--- src/rtl/uart_arb_pkg.sv ---
// Shared types and sizing helpers for the two-master UART bus arbiter.
package uart_arb_pkg;

  typedef enum logic [1:0] {
    IDLE  = 2'd0,
    ISSUE = 2'd1,
    RDATA = 2'd2,
    ACK   = 2'd3
  } arb_state_t;

  localparam int unsigned UART_ARB_TIMEOUT_DEFAULT = 32'd1024;

  // Stall counter width: enough to hold TIMEOUT_CYCLES, never narrower than one bit.
  function automatic int unsigned arb_cnt_width(input int unsigned cycles);
    int unsigned w;
    w = $clog2(cycles + 32'd1);
    return (w == 32'd0) ? 32'd1 : w;
  endfunction

endpackage

--- src/rtl/uart_arb_rr.sv ---
// Two-way round-robin picker: a lone requester wins, a tie goes to the master not served last.
module uart_arb_rr
  import uart_arb_pkg::*;
(
  input  logic [1:0] req,
  input  logic       last,
  output logic       gnt_valid,
  output logic       gnt
);

  // Pick the winner from the current requests and the last master served.
  always_comb begin
    gnt_valid = |req;
    if (req == 2'b11) begin
      gnt = ~last;
    end else begin
      gnt = req[1];
    end
  end

endmodule

--- src/rtl/uart_bus_arbiter.sv ---
// Shares the UART bus slave port between two masters, one registered transaction at a time,
// with round-robin tie breaking and an optional stall timeout.
module uart_bus_arbiter
  import uart_arb_pkg::*;
#(
  parameter int unsigned TIMEOUT_CYCLES = UART_ARB_TIMEOUT_DEFAULT
) (
  input  logic        sys_clk,
  input  logic        sys_rst,
  input  logic [31:0] m0_dat_i,
  input  logic [31:0] m0_adr_i,
  input  logic        m0_we_i,
  input  logic        m0_stb_i,
  output logic [31:0] m0_dat_o,
  output logic        m0_ack_o,
  output logic        m0_err_o,
  input  logic [31:0] m1_dat_i,
  input  logic [31:0] m1_adr_i,
  input  logic        m1_we_i,
  input  logic        m1_stb_i,
  output logic [31:0] m1_dat_o,
  output logic        m1_ack_o,
  output logic        m1_err_o,
  output logic [31:0] s_dat_o,
  output logic [31:0] s_adr_o,
  output logic        s_we_o,
  output logic        s_stb_o,
  input  logic        s_ack_i,
  input  logic [31:0] s_dat_i
);

  localparam int unsigned    WCW        = arb_cnt_width(TIMEOUT_CYCLES);
  localparam logic [WCW-1:0] WAIT_ONE   = WCW'(32'd1);
  localparam logic [WCW-1:0] WAIT_LAST  = WCW'(TIMEOUT_CYCLES - 32'd1);
  localparam bit             TIMEOUT_EN = (TIMEOUT_CYCLES != 32'd0);

  arb_state_t     state_r;
  logic           grant_r;
  logic           last_r;
  logic [WCW-1:0] wait_cnt_r;

  logic [1:0]     req_s;
  logic           gnt_valid_s;
  logic           gnt_s;
  logic           done_s;
  logic           done_err_s;
  logic [31:0]    done_dat_s;

  assign req_s = {m1_stb_i, m0_stb_i};

  uart_arb_rr u_rr (
    .req       (req_s),
    .last      (last_r),
    .gnt_valid (gnt_valid_s),
    .gnt       (gnt_s)
  );

  // Detect the cycle that hands the transaction over to ACK, and what the master will see.
  always_comb begin
    done_s     = 1'b0;
    done_err_s = 1'b0;
    done_dat_s = 32'd0;
    case (state_r)
      ISSUE: begin
        if (s_ack_i) begin
          done_s = s_we_o;
        end else if (TIMEOUT_EN && (wait_cnt_r == WAIT_LAST)) begin
          done_s     = 1'b1;
          done_err_s = 1'b1;
        end else begin
          done_s = 1'b0;
        end
      end
      RDATA: begin
        done_s     = 1'b1;
        done_dat_s = s_dat_i;
      end
      default: begin
        done_s = 1'b0;
      end
    endcase
  end

  // Transaction FSM and the latched slave request.
  always_ff @(posedge sys_clk or posedge sys_rst) begin
    if (sys_rst) begin
      state_r    <= IDLE;
      grant_r    <= 1'b0;
      last_r     <= 1'b1;
      wait_cnt_r <= {WCW{1'b0}};
      s_stb_o    <= 1'b0;
      s_we_o     <= 1'b0;
      s_adr_o    <= 32'd0;
      s_dat_o    <= 32'd0;
    end else begin
      case (state_r)
        IDLE: begin
          if (gnt_valid_s) begin
            grant_r    <= gnt_s;
            s_adr_o    <= gnt_s ? m1_adr_i : m0_adr_i;
            s_dat_o    <= gnt_s ? m1_dat_i : m0_dat_i;
            s_we_o     <= gnt_s ? m1_we_i  : m0_we_i;
            s_stb_o    <= 1'b1;
            wait_cnt_r <= {WCW{1'b0}};
            state_r    <= ISSUE;
          end else begin
            state_r <= IDLE;
          end
        end
        ISSUE: begin
          if (s_ack_i) begin
            s_stb_o <= 1'b0;
            state_r <= s_we_o ? ACK : RDATA;
          end else begin
            wait_cnt_r <= wait_cnt_r + WAIT_ONE;
            if (done_s) begin
              s_stb_o <= 1'b0;
              state_r <= ACK;
            end else begin
              state_r <= ISSUE;
            end
          end
        end
        RDATA: begin
          state_r <= ACK;
        end
        ACK: begin
          last_r  <= grant_r;
          state_r <= IDLE;
        end
        default: begin
          state_r <= IDLE;
        end
      endcase
    end
  end

  // Master-side responses: only the granted master ever sees a non-zero ack/err/dat.
  always_ff @(posedge sys_clk or posedge sys_rst) begin
    if (sys_rst) begin
      m0_ack_o <= 1'b0;
      m1_ack_o <= 1'b0;
      m0_err_o <= 1'b0;
      m1_err_o <= 1'b0;
      m0_dat_o <= 32'd0;
      m1_dat_o <= 32'd0;
    end else begin
      m0_ack_o <= done_s & ~grant_r;
      m1_ack_o <= done_s & grant_r;
      m0_err_o <= done_err_s & ~grant_r;
      m1_err_o <= done_err_s & grant_r;
      m0_dat_o <= (done_s & ~grant_r) ? done_dat_s : 32'd0;
      m1_dat_o <= (done_s & grant_r) ? done_dat_s : 32'd0;
    end
  end

endmodule

--- config.mk ---
export PLATFORM = sky130hd
export DESIGN_NAME = uart_bus_arbiter
export DESIGN_NICKNAME = d
export VERILOG_FILES = /design/src/rtl/uart_arb_pkg.sv /design/src/rtl/uart_arb_rr.sv /design/src/rtl/uart_bus_arbiter.sv
export SDC_FILE = /design/constraint.sdc
export NUM_CORES = 1
export LEC_CHECK = 0
export ABC_AREA = 0
export CORE_MARGIN = 10
export CORE_UTILIZATION = 35
export CTS_BUF_LIST = sky130_fd_sc_hd__clkbuf_16
export DETAILED_ROUTE_END_ITERATION = 12
export GPL_ROUTABILITY_DRIVEN = 1
export PLACE_DENSITY = 0.71
export SYNTH_ARGS = -nofsm -noshare
export SYNTH_HDL_FRONTEND = slang
export SYNTH_HIERARCHICAL = 1
export SYNTH_SLANG_ARGS = --single-unit
--- constraint.sdc ---
create_clock -name sys_clk -period 6.4 [get_ports sys_clk]
set_clock_uncertainty 0.2 [all_clocks]
set_input_delay 0.96 -clock sys_clk [delete_from_list [all_inputs] [get_ports sys_clk]]
set_output_delay 0.96 -clock sys_clk [all_outputs]
set_load 0.03 [all_outputs]
==> summary.txt <==
Run status
  • Status: finished, final reports clean

GRT
  • Vias in the first global route: 5245
  • First-pass GRT wire length: 29900 um
  • Remaining global-route overflow: 0
  • Largest net degree at the start of global routing: 102
  • GRT Total Usage: 16.89%
  • Initial antenna violation count: 0

Synth
  • Unique masters post-synth: 35
  • Sequential area share after synthesis: 61.83%
  • Post-Syn Instances: 525
  • Synth Cell Area: 0.006032 sq mm
  • Synth top area share: 61.40%
  • Mapped Nets: 697
  • Synth warnings: 6
  • Synth area leaders: dfrtp_1 61%, mux2i_1 11%, and2_1 7.3%
  • Area leader, netlist: dfrtp_1
  • Yosys reg bits: 149
  • Syn_area_per_cell: 11.49 sq um

Timing
  • Final Slew Violations: 0
  • Max_slew headroom: 36.54%
  • Slew @ Worst Pin: 0.9520 ns
  • Fin. Hold Viols: 0
  • Endpoints failing setup: 0
  • Fin Setup TNS: 0 ns
  • Min Tclk post-route: 2.963 ns
  • Final Cycle Share: 46.29%
  • Final WS setup: 3.437 ns
  • RSZ-0062 raised after global routing: false
  • Fmax: 337.5 MHz

Clock tree
  • TritonCTS clock tree: yes
  • Clock Latency Late Sink: 0.41 ns
  • Post-CTS Hold Buffers: 0
  • Cts repair resizes: 0
  • CTS HTree Levels: 4
  • Clock Sinks: 149
  • CTS root buf: clkbuf_16
  • Post-CTS Setup Bufs: 0
  • Max clock buf depth: 2
  • Num CTS Buffers: 17
  • CTS clock-pin slew for the worst setup and hold paths: 0.06 ns

Pwr
  • Total leakage power: 4.302 nW
  • Pwr Density: 422.1 mW/mm^2
  • VDD IR-drop max: 0.0002171 V

Finish
  • Nets@finish: 989
  • Fillers: 1394
  • Most frequent cells in the layout: 300 x clkdlybuf4s50_1, 148 x dfrtp_1, 72 x nor2_1, 72 x a21oi_1, 69 x and2_1
  • Final antenna diode count: 0
  • Ratio of cells with drive above 1 in the final layout: 5.301%
  • Area Growth Syn to Fin: 63.16%
  • Commonest non-fill, non-tap cell in the layout: clkdlybuf4s50_1

Placement
  • Hpwl dp: 15500 um
  • Post-Place Setup Slack: 3.037 ns
  • Gpl congestion: 0.8702
  • Port bufs: 300

Floorplan
  • I/O pin total: 301
  • Initial Util: 35.99%
  • Die width: 151.3 um
  • Rows: 47
  • DIE HEIGHT: 151.3 um
  • Die Footprint: 0.02289 sq mm
  • Core footprint: 0.01676 sq mm

Critical path
  • Setup crit end: s_dat_o[27]
  • Critical path's largest stage delay: 0.70 ns
  • CP Capture Type: flip-flop
  • CP Cell Sequence: clkdlybuf4s50_1 > or2_1 > and2_4 > buf_4 > a21oi_1
  • CP top delay family: buffers and inverters
  • Critical Path Fanout Max: 86
  • Levels on crit path: 5
  • R2R Setup Slk: 3.83 ns
  • Critical path's slowest cell: buf_4
  • Setup CP Type: in2reg
  • Reg2reg start: state_r[0]
  • FF-to-FF End: s_dat_o[27]
  • Reg2reg path depth: 5
  • Startpoint class of the critical path: primary input
  • Crit path buf inv count: 2
  • WP data arrival: 3.02 ns
  • CP startpoint: m0_stb_i
  • Worst EP required: 6.45 ns

Min path
  • Worst Hold Class: reg2reg
  • WHS Path Cells: 2
  • Hold_sp: wait_cnt_r[1]

Routing
  • Routed wire per std cell: 18.95 um
  • Routed WL: 19900 um
  • DRC violations left: 0
  • Via density: 4.741
  • DR vias: 4978
  • Initial DRC count: 184
  • Final ANT Viol Nets: 0
  • First-pass detailed-route iteration total: 4

Flow run
  • Max-Cap Viols: 0
logic make-up (layout without fill, tap and decap cells):
logic type	count (synthesis)	after routing	synth area share, %
buf+inv	37	342	2.572
flops	149	149	61.83
mux	68	68	11.39
xor+xnor	4	4	0.5807
compound gates	87	87	7.509
simple gates	175	175	15.08
fa+ha+maj	5	5	1.037
area by class of cell:
type	instances	area, sq um	area share [%]
clock buffers	17	425.4	4.322
clock inverters	15	181.4	1.843
inverters	7	31.28	0.3178
multi-input cells	339	2161	21.96
flip-flops and latches	149	3730	37.90
well taps	220	275.3	2.797
repair buffers	303	3038	30.87
worst register-to-register path, cell delays in order, from the launching register on:
cell     delay (ns)
dfrtp_1        0.45
inv_1          0.11
ha_1           0.27
and2_4         0.46
buf_4          0.71
a21oi_1        0.21
state kept, by name, summed over array words and instances (netlist names), named ones only:
signal / count
m1_dat_o: 32
wait_cnt_r: 11
state_r: 1
s_stb_o: 1
s_adr_o: 32
s_we_o: 1
grant_r: 1
m1_ack_o: 1
m0_ack_o: 1
m0_err_o: 1
last_r: 1
m0_dat_o: 32
m1_err_o: 1
s_dat_o: 32
through the flow:
| step | cell area, sq um | std cells | total power, mW | util (%) | hold WS [ns] |
|---|---|---|---|---|---|
| after floorplan | 6032 | 525 | 2.382 | - | 0.2488 |
| after global placement | 9235 | 1018 | 3.134 | 55.10 | 0.2907 |
| after detailed placement | 9235 | 1018 | 3.176 | 55.10 | 0.2956 |
| after CTS | 9842 | 1050 | 4.214 | 58.72 | 0.3099 |
| after global routing | 9842 | 1050 | 4.401 | 58.72 | 0.3571 |
| final | 9842 | 1050 | 4.154 | 58.72 | 0.3090 |
synth_stat cells, drive strengths merged:
library cell and instances:
nand3 4, nor3 1, or2 1, nor4 1, or4 2, and4 1
o31ai 2, nor2b 1, and2 70, nand2 11, a31o 2, and3 3
nand4bb 1, a31oi 1, xor2 4, a21oi 72, mux2 2, clkbuf 17
o21ai 8, nand4 4, mux2i 66, nor2 72, inv 7, dfstp 1
ha 5, buf 13, or3 3, a21boi 1, o22ai 1, dfrtp 148
per-layer routing:
metal	global-route usage (%)	routed length, um	part of all wire (%)
met4	4.812	330	1.7
met5	0	0	0
met1	18.50	7318	37
met3	10.05	2702	14
met2	27.10	9545	48
where the power goes:
part | total, mW | switching [mW] | leakage, nW | internal, mW
registers | 1.36 | 0.152 | 1.87 | 1.21
logic | 1.78 | 1.05 | 2.13 | 0.726
clock network | 1.02 | 0.423 | 0.299 | 0.593
total | 4.15 | 1.63 | 4.30 | 2.53
how the worst min path moves through the flow:
stage               endpoint  slack [ns]
2_1_floorplan       m0_ack_o        0.25
5_1_grt        wait_cnt_r[1]        0.36
3_3_place_gp   wait_cnt_r[1]        0.29
6_report       wait_cnt_r[1]        0.31
4_1_cts        wait_cnt_r[1]        0.31
3_5_place_dp   wait_cnt_r[1]        0.30
Power figures use the tool's default switching activity.
